File: config.mk
export PLATFORM = sky130hd
export DESIGN_NAME = io_output_hs
export DESIGN_NICKNAME = d
export VERILOG_FILES = /design/src/rtl/io_output_hs_pkg.sv /design/src/rtl/io_output_port.sv /design/src/rtl/io_output_hs.sv
export SDC_FILE = /design/constraint.sdc
export NUM_CORES = 1
export LEC_CHECK = 0
export CORE_UTILIZATION = 45
export DETAILED_ROUTE_END_ITERATION = 10
export GPL_ROUTABILITY_DRIVEN = 0
export GPL_TIMING_DRIVEN = 0
export PLACE_DENSITY = 0.87
export SLEW_MARGIN = 20
export SYNTH_ARGS = -nofsm -noshare
export SYNTH_HDL_FRONTEND = slang
export SYNTH_SLANG_ARGS = --single-unit
File: constraint.sdc
create_clock -name io_clk -period 6.6 [get_ports io_clk]
set_clock_uncertainty 0.1 [all_clocks]
set_input_delay 1.32 -clock io_clk [delete_from_list [all_inputs] [get_ports io_clk]]
set_output_delay 1.32 -clock io_clk [all_outputs]
set_load 0.02 [all_outputs]
File: src/rtl/io_output_hs_pkg.sv
// Shared I/O address map: port/status selectors and status-word bit layout,
// common to the output and input decoders.
package io_output_hs_pkg;
  localparam int          IO_MAX_PORTS      = 4;
  localparam logic [5:0]  IO_BASE_SEL       = 6'b100000;
  localparam logic [5:0]  IO_STAT_SEL       = 6'b101111;
  localparam int          IO_STAT_VALID_LSB = 0;
  localparam int          IO_STAT_OVR_LSB   = 8;

  function automatic logic [31:0] io_status_word(input logic [3:0] ovr,
                                                 input logic [3:0] vld);
    logic [31:0] w;
    w = '0;
    w[IO_STAT_OVR_LSB +: 4]   = ovr;
    w[IO_STAT_VALID_LSB +: 4] = vld;
    return w;
  endfunction
endpackage

File: src/rtl/io_output_port.sv
// One output port: data register, pending-valid flag and sticky overrun flag.
module io_output_port (
  input  logic        clk_i,
  input  logic        rst_i,
  input  logic        wr_i,
  input  logic        ack_i,
  input  logic        ovr_clr_i,
  input  logic [31:0] data_i,
  output logic [31:0] data_o,
  output logic        valid_o,
  output logic        ovr_o
);
  logic [31:0] data_q, data_d;
  logic        valid_q, valid_d;
  logic        ovr_q, ovr_d;
  logic        ovr_set;

  // An ack landing on the same edge as a store means the old word was taken.
  assign ovr_set = wr_i & valid_q & ~ack_i;

  always_comb begin
    data_d  = data_q;
    valid_d = valid_q;
    if (wr_i) begin
      data_d  = data_i;
      valid_d = 1'b1;
    end else if (ack_i && valid_q) begin
      valid_d = 1'b0;
    end
    ovr_d = ovr_set | (ovr_q & ~ovr_clr_i);
  end

  always_ff @(posedge clk_i or posedge rst_i) begin
    if (rst_i) begin
      data_q  <= '0;
      valid_q <= 1'b0;
      ovr_q   <= 1'b0;
    end else begin
      data_q  <= data_d;
      valid_q <= valid_d;
      ovr_q   <= ovr_d;
    end
  end

  assign data_o  = data_q;
  assign valid_o = valid_q;
  assign ovr_o   = ovr_q;
endmodule

File: src/rtl/io_output_hs.sv
// Memory-mapped output ports with valid/ack handshake, sticky overrun and a
// status register; decode and readback mux live here.
module io_output_hs
  import io_output_hs_pkg::*;
#(
  parameter int         NPORT    = 3,
  parameter logic [5:0] BASE_SEL = IO_BASE_SEL,
  parameter logic [5:0] STAT_SEL = IO_STAT_SEL
) (
  input  logic             io_clk,
  input  logic             reset,
  input  logic [31:0]      addr,
  input  logic [31:0]      datain,
  input  logic             write_io_enable,
  output logic [31:0]      out_port0,
  output logic [31:0]      out_port1,
  output logic [31:0]      out_port2,
  output logic [31:0]      out_port3,
  output logic [NPORT-1:0] out_valid,
  input  logic [NPORT-1:0] out_ack,
  output logic [31:0]      io_read_data
);
  logic [5:0]                  sel;
  logic                        stat_wr;
  logic [NPORT-1:0]            port_wr;
  logic [NPORT-1:0]            ovr;
  logic [NPORT-1:0][31:0]      port_data;
  logic [IO_MAX_PORTS-1:0][31:0] pdata4;
  logic [3:0]                  vld4, ovr4;
  logic                        unused_addr;

  assign sel         = addr[7:2];
  assign stat_wr     = write_io_enable && (sel == STAT_SEL);
  assign unused_addr = ^{addr[31:8], addr[1:0]};

  for (genvar k = 0; k < NPORT; k++) begin : g_port
    assign port_wr[k] = write_io_enable && (sel == 6'(BASE_SEL + k));

    io_output_port u_port (
      .clk_i     (io_clk),
      .rst_i     (reset),
      .wr_i      (port_wr[k]),
      .ack_i     (out_ack[k]),
      .ovr_clr_i (stat_wr & datain[IO_STAT_OVR_LSB + k]),
      .data_i    (datain),
      .data_o    (port_data[k]),
      .valid_o   (out_valid[k]),
      .ovr_o     (ovr[k])
    );
  end

  // Zero-pad to the full 4-port map so unused ports and status bits read 0.
  always_comb begin
    pdata4 = '0;
    vld4   = '0;
    ovr4   = '0;
    for (int k = 0; k < NPORT; k++) begin
      pdata4[k] = port_data[k];
      vld4[k]   = out_valid[k];
      ovr4[k]   = ovr[k];
    end
  end

  assign out_port0 = pdata4[0];
  assign out_port1 = pdata4[1];
  assign out_port2 = pdata4[2];
  assign out_port3 = pdata4[3];

  always_comb begin
    io_read_data = '0;
    if (sel == STAT_SEL) io_read_data = io_status_word(ovr4, vld4);
    for (int k = 0; k < NPORT; k++)
      if (sel == 6'(BASE_SEL + k)) io_read_data = port_data[k];
  end
endmodule

==> results.sh, run 1 <==
export IMPL_post_cts_resized=0
export IMPL_netlist_area_sq_um=4910
export IMPL_placementRows=37
export IMPL_post_cts_buffers=0
export IMPL_ys_types=26
export IMPL_cts_sinks=102
export IMPL_ys_seq_elements=102
export IMPL_total_power_w=0.00165
export IMPL_synth_edf_count=0
export IMPL_rsz0062_at_grt="no"
export IMPL_p_int_w=0.00114
export IMPL_h_tree_depth=3
export IMPL_fp_dieH_um=106
export IMPL_layout_commonest_cell="clkdlybuf4s50_1"
export IMPL_min_period_over_period=0.817
export IMPL_ant_nets=0
export IMPL_layout_min_cycle_time_ns=5.39
export IMPL_drive_gt1_frac=0.287
export IMPL_p_leak_nw=3.27
export IMPL_crit_required_ns=5.18
export IMPL_clockBufferDepth=2
export IMPL_nNetsFinal=650
export IMPL_ff2ff_path_depth=1
export IMPL_dr_total_vias=3782
export IMPL_initial_core_util=0.469
export IMPL_drtIter0Drc=113
export IMPL_root_buffer="clkbuf_8"
export IMPL_port_buffers=171
export IMPL_hold_buffers=0
export IMPL_layout_common_cells="clkdlybuf4s50_1, dfrtp_1, mux2_2, buf_4, conb_1"
export IMPL_worst_pin_slew_ns=0.795
export IMPL_vias_per_cell=5.25
export IMPL_area_growth_syn_to_layout_pct=45.8
export IMPL_grt_usage=0.230
export IMPL_pin_count=233
export IMPL_final_setup_tns_ns=0
export IMPL_end_kind="output port"
export IMPL_grt_pass1_wl_mm=20.2
export IMPL_dieArea_sq_um=11300
export IMPL_synth_warning_count=0
export IMPL_die_w_um=106
export IMPL_swShare=0.310
export IMPL_gr_total_overflow=0
export IMPL_antenna_found_initial=0
export IMPL_setup_viol=0
export IMPL_outcome="finished clean"
export IMPL_n_antenna_cell=0
export IMPL_p_switching_w=0.000512
export IMPL_start_kind="input pin"
export IMPL_first_global_vias=3865
export IMPL_clk_latency_ns=0.36
export IMPL_hold_violations=0
export IMPL_tritoncts="done"
export IMPL_synthFlopType="dfrtp_1"
export IMPL_clkPwrFrac=0.253
export IMPL_max_freq_mhz=185
export IMPL_place_inst=705
export IMPL_synthCells=366
export IMPL_seq_area_sq_um=2550
export IMPL_path_class="input pin to output port"
export IMPL_coreArea_sq_um=10500
export IMPL_fin_cells=721
export IMPL_cts_buffers=9
export IMPL_drt_wl_total_mm=13.0
export IMPL_whs_path_depth=1
export IMPL_grt_max_degree=53
export IMPL_async_reset_ff_frac=1.00
export IMPL_fill_cells=786
export IMPL_syn_area_per_cell_sq_um=13.4
export IMPL_seq_area_frac_synth=0.520
export IMPL_drc=0
export IMPL_drv_cap=0
export IMPL_arrival_ns=3.97
export IMPL_ir_drop_v=0.000151
export IMPL_multi_input_area_sq_um=2060
export IMPL_hpwl_mm=9.65
export IMPL_holdCritPathClass="flip-flop to flip-flop"
export IMPL_wl_per_cell_um=18.0
export IMPL_sequentialPowerShare=0.465
export IMPL_power_frac_comb=0.282
export IMPL_dr_pass1_iters=4
export IMPL_power_density_nw_per_um2=231
export IMPL_slew_headroom=0.470
export IMPL_cp_max_fo=10
export IMPL_path_clk_slew_ns=0.11
export IMPL_drv_slew=0
power by group through the flow:
stage | clock [W] | combinational [W] | sequential, W
2_1_floorplan | 0 | 0.000146 | 0.000863
3_3_place_gp | 0 | 0.000456 | 0.000774
3_5_place_dp | 0 | 0.000468 | 0.000780
4_1_cts | 0.000427 | 0.000469 | 0.000768
5_1_grt | 0.000453 | 0.000492 | 0.000778
6_report | 0.000417 | 0.000466 | 0.000768
path summary, 6_finish.rpt:
path | from | to | slack (ns)
hold reg to reg | g_port[0].u_port.ovr_o | g_port[0].u_port.ovr_o | 0.42
min in group asynchronous | reset | g_port[0].u_port.data_o[14] | 1.25
setup / recovery | addr[6] | io_read_data[31] | 1.21
max in group asynchronous | reset | g_port[0].u_port.data_o[4] | 4.53
setup reg to reg | g_port[1].u_port.data_o[18] | g_port[1].u_port.data_o[18] | 5.66
hold / removal | g_port[0].u_port.ovr_o | g_port[0].u_port.ovr_o | 0.42
cell families (layout without fill, tap and decap cells):
logic type	Yosys count	count (layout)	share of synthesized area
buf+inv	67	255	0.0831
xor+xnor	1	1	0.00179
simple gates	32	32	0.0474
flops	102	102	0.520
other cells	1	32	0.000764
compound gates	41	41	0.0732
mux	122	122	0.273
registers in the layout (all words and copies together), names as in the netlist:
name                   cells
g_port.u_port.valid_o      3
g_port.u_port.ovr_o        3
g_port.u_port.data_o      96
critical path, stage by stage:
cell and delay, ns:
clkdlybuf4s50_1 0.48, or4b_1 0.54, clkbuf_1 0.26, nor3b_4 0.32, buf_4 0.25, o2bb2ai_1 0.14, clkdlybuf4s50_1 0.66
layout make-up:
| class | count | area share |
|---|---|---|
| inverters | 7 | 0.00437 |
| clock buffers | 10 | 0.0192 |
| well taps | 136 | 0.0238 |
| clock inverters | 6 | 0.0108 |
| flip-flops and latches | 102 | 0.357 |
| repair buffers | 172 | 0.243 |
| multi-input cells | 228 | 0.288 |
| plain buffers | 60 | 0.0534 |
synth_stat cells (2+ instances only):
library cell  instances  share of area
inv_1                 7         0.0054
buf_2                11          0.011
nand3_1               6         0.0061
dfrtp_1             102           0.52
nand2b_1              5         0.0064
nor3_1                6         0.0061
a221oi_1              6          0.011
buf_4                38          0.058
o2bb2ai_1            29          0.052
clkbuf_1              7         0.0054
a32oi_1               6          0.011
nand4b_2              2         0.0061
buf_1                 4         0.0031
nand4_1               3         0.0038
nand2_1               3         0.0023
mux2_2               96           0.22
mux2i_1              26          0.053
metal layers:
layer | vias up | track usage | part of all wire
met3 | 11 | 0.0638 | 0.073
met5 | - | 0 | 0
met1 | 1883 | 0.270 | 0.40
met4 | 0 | 0.0636 | 0.0099
li1 | 1697 | - | -
met2 | 191 | 0.410 | 0.52
through the flow:
step | util | setup slack, ns | area (sq um) | hold WS (ns)
floorplan | - | 2.40 | 5020 | 0.356
global placement | 0.660 | 1.16 | 6900 | 0.374
detailed placement | 0.663 | 1.22 | 6940 | 0.380
CTS | 0.684 | 1.20 | 7150 | 0.405
global route | 0.684 | 1.10 | 7150 | 0.420
finish | 0.684 | 1.21 | 7150 | 0.417
No activity file was read; power rests on OpenSTA's default activity.
==> inputs of run 2 (changes only) <==
--- a/config.mk
+++ b/config.mk
@@ -5,11 +5,11 @@
 export SDC_FILE = /design/constraint.sdc
 export NUM_CORES = 1
 export LEC_CHECK = 0
-export CORE_UTILIZATION = 45
+export CORE_UTILIZATION = 37
 export DETAILED_ROUTE_END_ITERATION = 10
 export GPL_ROUTABILITY_DRIVEN = 0
 export GPL_TIMING_DRIVEN = 0
-export PLACE_DENSITY = 0.87
+export PLACE_DENSITY = 0.77
 export SLEW_MARGIN = 20
 export SYNTH_ARGS = -nofsm -noshare
 export SYNTH_HDL_FRONTEND = slang
==> constraint.sdc (replaced) <==
create_clock -name io_clk -period 4.7 [get_ports io_clk]
set_clock_uncertainty 0.1 [all_clocks]
set_input_delay 0.94 -clock io_clk [delete_from_list [all_inputs] [get_ports io_clk]]
set_output_delay 0.94 -clock io_clk [all_outputs]
set_load 0.02 [all_outputs]
==> run 2 against run 1 <==
Against the previous run:
- die area grew 21%
- combinational power grew 40%
- design area grew 2.3%
- sequential share of layout area shrank 0.81 points
- register-to-register slack lost 1.9 ns
- global-route usage shrank 3.1 points
- total power grew 48%
- via count shrank 1.1%
- routed wire length grew 2.1%
- highest routed layer unchanged
==> results.sh, run 2 (same netlist as run 1, synthesis figures left out) <==
export IMPL_outcome="finished clean"
export IMPL_area_growth_syn_to_layout_pct=49.1
export IMPL_end_kind="output port"
export IMPL_die_w_um=117
export IMPL_ir_drop_v=0.000185
export IMPL_placementRows=41
export IMPL_place_inst=741
export IMPL_drive_gt1_frac=0.293
export IMPL_h_tree_depth=3
export IMPL_tritoncts="done"
export IMPL_swShare=0.300
export IMPL_hpwl_mm=9.48
export IMPL_port_buffers=171
export IMPL_sequentialPowerShare=0.442
export IMPL_crit_required_ns=3.66
export IMPL_hold_buffers=0
export IMPL_cp_top_family="buffers and inverters"
export IMPL_place_ws_ns=0.000719
export IMPL_power_density_nw_per_um2=333
export IMPL_p_switching_w=0.000731
export IMPL_coreArea_sq_um=12800
export IMPL_placedInstanceArea_sq_um=6980
export IMPL_max_freq_mhz=219
export IMPL_drv_slew=0
export IMPL_gr_total_overflow=0
export IMPL_fp_dieH_um=117
export IMPL_worst_slack_ns=0.124
export IMPL_fin_cells=760
export IMPL_cp_max_fo=10
export IMPL_slew_headroom=0.430
export IMPL_ant_nets=0
export IMPL_initial_core_util=0.384
export IMPL_p_int_w=0.00171
export IMPL_root_buffer="clkbuf_16"
export IMPL_grt_usage=0.199
export IMPL_dr_total_vias=3742
export IMPL_antenna_found_initial=0
export IMPL_cts_sinks=102
export IMPL_use_met3=0.0510
export IMPL_drtIter0Drc=81
export IMPL_pin_count=233
export IMPL_clockBufferDepth=2
export IMPL_power_frac_comb=0.269
export IMPL_crit_chain="clkdlybuf4s50_1, nor4b_4, buf_4, clkbuf_1, nand3_1, a221oi_1, clkdlybuf4s50_1"
export IMPL_cts_buffers=9
export IMPL_clkPwrFrac=0.289
export IMPL_grt_max_degree=56
export IMPL_layout_commonest_cell="clkdlybuf4s50_1"
export IMPL_holdCritPathClass="flip-flop to flip-flop"
export IMPL_rsz0062_at_grt="yes"
export IMPL_layout_min_cycle_time_ns=4.58
export IMPL_wl_per_cell_um=17.5
export IMPL_worst_pin_slew_ns=0.855
export IMPL_hold_violations=0
export IMPL_path_clk_slew_ns=0.06
export IMPL_path_class="input pin to output port"
export IMPL_first_global_vias=3745
export IMPL_setup_viol=0
export IMPL_drc=0
export IMPL_nNetsFinal=653
export IMPL_grt_pass1_wl_mm=20.3
export IMPL_top_usage_layer="met2"
export IMPL_dieArea_sq_um=13700
export IMPL_gr_usage_met2=0.334
export IMPL_rrSetupSlack_ns=3.79
export IMPL_arrival_ns=3.54
export IMPL_worst_path_buf_inv=4
export IMPL_post_route_util=0.573
export IMPL_dr_pass1_iters=4
export IMPL_cpMostUsedCell="clkdlybuf4s50_1"
export IMPL_p_leak_nw=3.54
export IMPL_vias_per_cell=4.92
export IMPL_drt_wl_total_mm=13.3
export IMPL_drv_cap=0
export IMPL_design_area_sq_um=7320
export IMPL_slowest_delay_ns=0.67
export IMPL_start_kind="input pin"
export IMPL_grtUsageMet1=0.247
export IMPL_layout_common_cells="clkdlybuf4s50_1, dfrtp_1, mux2_2, buf_4, conb_1"
export IMPL_min_period_over_period=0.974
export IMPL_clk_latency_ns=0.34
export IMPL_largest_reg_flops=96
export IMPL_n_antenna_cell=0
export IMPL_slowest_stage="clkdlybuf4s50_1"
==> run 2: layer usage <==
metal,part of all wire,routed length [um]
met5,0,0
met4,0.014,182
met3,0.066,879
met2,0.49,6490
met1,0.43,5710
==> run 2: timing repair <==
item | 4_1_cts | 5_1_grt
setup buffers | 0 | 4
setup endpoints to repair | 1 | 30
pin swaps | 0 | 2
gates resized for setup | 1 | 13
==> run 2: per-stage QoR <==
| step | setup TNS (ns) | total power, W | hold slack (ns) |
|---|---|---|---|
| 6_report | 0 | 0.00244 | 0.407 |
| 3_5_place_dp | 0 | 0.00175 | 0.375 |
| 3_3_place_gp | -35.54 | 0.00173 | 0.374 |
| 2_1_floorplan | 0 | 0.00142 | 0.356 |
| 4_1_cts | 0 | 0.00246 | 0.393 |
| 5_1_grt | -0.0150 | 0.00255 | 0.451 |
==> run 2: layout make-up <==
| class | instances | area (sq um) |
|---|---|---|
| Sequential cell | 102 | 2550 |
| Multi-Input combinational cell | 228 | 2070 |
| Fill cell | 1056 | 5460 |
| Tap cell | 172 | 215 |
| Timing Repair Buffer | 176 | 1800 |
| Clock inverter | 5 | 33.8 |
| Clock buffer | 11 | 243 |
| Buffer | 59 | 378 |
| Inverter | 7 | 31.3 |
==> run 2: power groups by stage <==
stage / registers (W) / logic, W / clock network (W)
floorplan: 0.00121 / 0.000205 / 0
global placement: 0.00109 / 0.000641 / 0
detailed placement: 0.00109 / 0.000656 / 0
CTS: 0.00108 / 0.000658 / 0.000721
global route: 0.00109 / 0.000696 / 0.000756
finish: 0.00108 / 0.000654 / 0.000704
==> run 2: path summary, 6_finish.rpt <==
check                                            from                           to  cells past startpoint
max                                           addr[4]              io_read_data[0]                      7
min                            g_port[0].u_port.ovr_o       g_port[0].u_port.ovr_o                      1
max reg2reg                g_port[0].u_port.data_o[0]   g_port[0].u_port.data_o[0]                      1
min reg2reg                    g_port[0].u_port.ovr_o       g_port[0].u_port.ovr_o                      1
max in group asynchronous                       reset  g_port[1].u_port.data_o[31]                      3
min in group asynchronous                       reset  g_port[1].u_port.data_o[11]                      2
==> inputs of run 3 (changes only) <==
--- a/config.mk
+++ b/config.mk
@@ -5,10 +5,10 @@
 export SDC_FILE = /design/constraint.sdc
 export NUM_CORES = 1
 export LEC_CHECK = 0
+export CORE_MARGIN = 2
 export CORE_UTILIZATION = 37
 export DETAILED_ROUTE_END_ITERATION = 10
 export GPL_ROUTABILITY_DRIVEN = 0
-export GPL_TIMING_DRIVEN = 0
 export PLACE_DENSITY = 0.77
 export SLEW_MARGIN = 20
 export SYNTH_ARGS = -nofsm -noshare
==> run 3 against run 2 <==
Against the previous run:
- largest power group unchanged
- worst setup slack better by 0.14 ns
- routed wire length decreased by 1.0%
- fmax increased by 3.2%
- die area grew 3.4%
- cell count is 5.8% lower
- sequential cell count unchanged
- largest cell class unchanged
- worst hold slack got worse by 0.0099 ns
- design area decreased by 3.9%
- sequential share of layout area rose by 1.4 points
- critical path depth decreased by 1
==> results.sh, run 3 (same netlist as run 1, synthesis figures left out) <==
export IMPL_worst_slack_ns=0.266
export IMPL_drive_gt1_frac=0.244
export IMPL_placedInstanceArea_sq_um=6700
export IMPL_start_kind="input pin"
export IMPL_initial_core_util=0.375
export IMPL_hold_buffers=0
export IMPL_slew_headroom=0.584
export IMPL_drc=0
export IMPL_largest_reg_flops=96
export IMPL_nNetsFinal=605
export IMPL_dieArea_sq_um=14200
export IMPL_drv_slew=0
export IMPL_fp_dieH_um=119
export IMPL_multi_input_area_sq_um=2060
export IMPL_path_clk_slew_ns=0.07
export IMPL_path_class="input pin to output port"
export IMPL_root_buffer="clkbuf_16"
export IMPL_post_cts_resized=0
export IMPL_hpwl_mm=9.45
export IMPL_worst_pin_slew_ns=0.622
export IMPL_crit_required_ns=3.66
export IMPL_whs_ns=0.397
export IMPL_holdCritPathClass="flip-flop to flip-flop"
export IMPL_fill_cells=1090
export IMPL_arrival_ns=3.39
export IMPL_drtIter0Drc=135
export IMPL_p_leak_nw=3.13
export IMPL_end_kind="output port"
export IMPL_gr_total_overflow=0
export IMPL_hold_violations=0
export IMPL_ant_nets=0
export IMPL_antenna_found_initial=0
export IMPL_max_freq_mhz=226
export IMPL_coreArea_sq_um=13100
export IMPL_rsz0062_at_grt="no"
export IMPL_clockBufferDepth=2
export IMPL_place_ws_ns=0.282
export IMPL_crit_chain="clkdlybuf4s50_1, or4b_1, nor3b_4, buf_4, o2bb2ai_1, clkdlybuf4s50_1"
export IMPL_outcome="finished clean"
export IMPL_tritoncts="done"
export IMPL_slowest_delay_ns=0.65
export IMPL_dr_total_vias=3594
export IMPL_min_period_over_period=0.943
export IMPL_post_cts_buffers=0
export IMPL_slowest_stage="or4b_1"
export IMPL_area_growth_syn_to_layout_pct=43.3
export IMPL_wl_per_cell_um=18.3
export IMPL_first_global_vias=3830
export IMPL_n_antenna_cell=0
export IMPL_design_area_sq_um=7030
export IMPL_power_density_nw_per_um2=360
export IMPL_die_w_um=119
export IMPL_layout_min_cycle_time_ns=4.43
export IMPL_seq_area_sq_um=2550
export IMPL_layout_commonest_cell="clkdlybuf4s50_1"
export IMPL_setup_viol=0
export IMPL_vias_per_cell=5.02
export IMPL_cts_sinks=102
export IMPL_drt_wl_total_mm=13.1
export IMPL_dr_pass1_iters=4
export IMPL_cp_max_fo=16
export IMPL_port_buffers=174
export IMPL_cpMostUsedCell="clkdlybuf4s50_1"
export IMPL_h_tree_depth=3
export IMPL_placementRows=42
export IMPL_drv_cap=0
export IMPL_pin_count=233
export IMPL_layout_common_cells="clkdlybuf4s50_1, dfrtp_1, mux2_2, conb_1, o2bb2ai_1"
export IMPL_cts_buffers=9
export IMPL_grt_usage=0.188
export IMPL_grt_max_degree=43
export IMPL_final_setup_tns_ns=0
export IMPL_clk_latency_ns=0.35
export IMPL_grt_pass1_wl_mm=20.8
export IMPL_ir_drop_v=0.000195
## run 3: cell count changes in the layout (fill, tap and decap cells not counted), moves of 2 or more
cell	delta
clkdlybuf4s50_1	+15
clkbuf_1	-7
bufinv_16	+2
buf_1	-4
buf_2	-10
buf_4	-29
dlymetal6s2s_1	-12
inv_6	-2
## run 3: per-layer routing
layer | GRT usage | vias to the layer above | share of wire
met5 | 0 | - | 0
met4 | 0.0692 | 0 | 0.014
met3 | 0.0594 | 13 | 0.073
met2 | 0.332 | 147 | 0.52
met1 | 0.213 | 1827 | 0.39
li1 | - | 1607 | -
## run 3: worst max-delay path, delay by kind of cell
kind / cells / cell delay [ns]
buffers and inverters: 3 / 1.40
AND/OR/NAND/NOR: 2 / 0.87
AO/OA/AOI/OAI: 1 / 0.17
## run 3: final timing paths
check | from | endpoint | slack [ns] | cells past startpoint
setup / recovery | addr[6] | io_read_data[7] | 0.27 | 6
hold / removal | g_port[0].u_port.ovr_o | g_port[0].u_port.ovr_o | 0.40 | 1
setup reg to reg | g_port[1].u_port.data_o[25] | g_port[1].u_port.data_o[25] | 3.80 | 1
hold reg to reg | g_port[0].u_port.ovr_o | g_port[0].u_port.ovr_o | 0.40 | 1
max in group asynchronous | reset | g_port[2].u_port.data_o[13] | 2.77 | 3
min in group asynchronous | reset | g_port[1].u_port.data_o[14] | 0.84 | 2
## run 3: area by class of cell
| cell class | count | share of cell area |
|---|---|---|
| clock buffer | 11 | 0.0359 |
| clock inverter | 5 | 0.0116 |
| inverter | 7 | 0.00409 |
| multi-input combinational | 228 | 0.293 |
| sequential | 102 | 0.363 |
| tap | 176 | 0.0313 |
| timing repair buffer | 187 | 0.261 |
## run 3: power by group
group          total (W)  internal, W  switching, W  leakage, nW
registers        0.00108     0.000989     0.0000874         1.36
logic           0.000634     0.000323      0.000311         1.61
clock network   0.000819     0.000495      0.000324        0.162
## run 3: stage by stage
stage                     total power (W)  instances   util
after detailed placement          0.00173        700  0.512
after CTS                         0.00255        716  0.537
after global routing              0.00263        716  0.537
final                             0.00253        716  0.537
after global placement            0.00171        700  0.512
after floorplan                   0.00142        397      -
==> variant: new RTL, config.mk and constraints of run 2 <==
`data_q` no longer has a reset.
--- a/src/rtl/io_output_port.sv
+++ b/src/rtl/io_output_port.sv
@@ -34,3 +34,2 @@
     if (rst_i) begin
-      data_q  <= '0;
       valid_q <= 1'b0;
@@ -38,3 +37,2 @@
     end else begin
-      data_q  <= data_d;
       valid_q <= valid_d;
@@ -42,2 +40,6 @@
     end
+  end
+
+  always_ff @(posedge clk_i) begin
+    data_q <= data_d;
   end
Formal check against the unedited RTL: not equivalent (Yosys sat finds a counterexample within 4 cycles, from zero or initial values and one cycle with reset high).
==> variant against run 2 <==
  * The run now ends with DRC left
  * Sequential cell count unchanged
  * Cell area decreased by 7.0%
  * Utilization increased by 1.8 points
  * Routed wire length decreased by 12%
  * Critical path depth decreased by 1
  * Final cell count decreased by 9.3%
  * Worst setup slack improved by 0.034 ns
  * Synthesized cell count decreased by 12%
  * Area after synthesis decreased by 9.8%
  * Non-clock buffer count decreased by 8
Power is not compared: it rests on default switching activity, and its combinational part moved more than twofold at a synthesized area within 25%.
==> variant: results (changes against run 2) <==
- Status: finished with violations (was complete, no violations)
- Failing checks: DRC
- Largest net degree at the start of global routing: 18 (was 56)
- Synth area leaders: edfxtp_1, buf_4, mux2i_1, or2_2, dfrtp_1 (was dfrtp_1, mux2_2, buf_4, mux2i_1, o2bb2ai_1)
- Post-detail-place hpwl: 8551 um (was 9483 um)
- Initial DRC count: 190 (was 81)
- Reg2reg path depth: 2 (was 1)
- Seq/Total Area, Yosys: 0.6853 (was 0.5203)
- Number of detailed-route iterations in the first pass: 7 (was 4)
- Post-synth top cells: edfxtp_1, buf_4, nand2_1 (was dfrtp_1, mux2_2, buf_4)
- Most common cell in the netlist: edfxtp_1 (was dfrtp_1)
- Drt drc: 38 (was 0)
- Ys flop type: edfxtp_1 (was dfrtp_1)
- Port Buf Inserts: 173 (was 171)
- Per-cell routed wire length: 16.95 um (was 17.45 um)
- Worst Path Arrival: 3.50 ns (was 3.54 ns)
- EDFF count, synth: 96 (was 0)
- Gate Count Post-Synth: 323 (was 366)
- Async SR Flop Fraction: 0.05882 (was 1.000)
- Hold Path Depth: 2 (was 1)
- Worst-margin pin slew: 0.7733 ns (was 0.8553 ns)
- Reg2Reg Launch Point: g_port[2].u_port.valid_o$_DFFE_PP0P_ (was g_port[0].u_port.data_o[0]$_DFFE_PP0P_)
- Worst path max stage delay: 0.61 ns (was 0.67 ns)
- First-pass GRT wire length: 17660 um (was 20310 um)
- Worst setup path start: addr[3] (was addr[4])
- DRT Wirelength: 11680 um (was 13260 um)
- Fillers: 911 (was 1056)
- Share of layout cells above drive strength 1: 0.1740 (was 0.2925)
- Resized Gates After CTS: 0 (was 1)
[variant: cell count changes in the layout (fill, tap and decap cells not counted), sizes merged, moves of 29 or more]
cell / before / now
edfxtp: 0 / 96
nand2: 3 / 33
o2bb2ai: 29 / 0
mux2: 96 / 0
dfrtp: 102 / 6
[variant: path summary, 6_finish.rpt]
| path | endpoint | slack, ns |
|---|---|---|
| max | io_read_data[2] | 0.16 |
| min | g_port[1].u_port.ovr_o$_DFF_PP0_ | 0.43 |
| max reg2reg | g_port[2].u_port.ovr_o$_DFF_PP0_ | 3.87 |
| min reg2reg | g_port[1].u_port.ovr_o$_DFF_PP0_ | 0.43 |
| max in group asynchronous | g_port[2].u_port.ovr_o$_DFF_PP0_ | 3.55 |
| min in group asynchronous | g_port[0].u_port.ovr_o$_DFF_PP0_ | 0.74 |
[variant: layout make-up]
class / instances / share of cell area
Timing Repair Buffer: 176 / 0.2667
Tap cell: 143 / 0.02630
Clock buffer: 10 / 0.03366
Multi-Input combinational cell: 191 / 0.1642
Inverter: 10 / 0.005518
Buffer: 51 / 0.05205
Sequential cell: 102 / 0.4458
Clock inverter: 6 / 0.005702
[variant: layer usage]
layer / track usage / routed length, um / up-vias
li1: - / - / 1531
met1: 0.2131 / 4553 / 1543
met2: 0.3304 / 5905 / 174
met3: 0.05335 / 1021 / 19
met4: 0.08288 / 199 / 0
met5: 0 / 0 / -
[variant: cells by family (layout without fill, tap and decap cells)]
group / after synthesis / count (layout) / synth area share
other: 1 / 32 / 0.0008474
buffers and inverters: 61 / 253 / 0.08849
multiplexers: 26 / 26 / 0.05881
flip-flops: 102 / 102 / 0.6853
AND/OR/NAND/NOR: 92 / 92 / 0.1080
AO/OA/AOI/OAI: 41 / 41 / 0.05852
[variant: through the flow]
step	total power, mW	worst slack, ns	hold WS (ns)	area [um2]	util
4_1_cts	1.869	0.1978	0.4290	6803	0.5907
3_5_place_dp	1.212	0.1980	0.4131	6535	0.5675
5_1_grt	1.914	0.04497	0.4501	6803	0.5907
6_report	1.852	0.1579	0.4308	6803	0.5907
2_1_floorplan	1.131	1.464	0.3733	4542	-
3_3_place_gp	1.207	0.2459	0.3903	6452	0.5603
[variant: worst max-delay path: cells and delay by family]
family | cells | cell delay [ns]
AND/OR/NAND/NOR | 2 | 0.74
AO/OA/AOI/OAI | 1 | 0.19
buffers and inverters | 3 | 1.63
[variant: where the power goes]
group | internal [mW] | switching (mW)
Combinational | 0.0902 | 0.0966
Sequential | 1.00 | 0.00419
Clock | 0.357 | 0.301
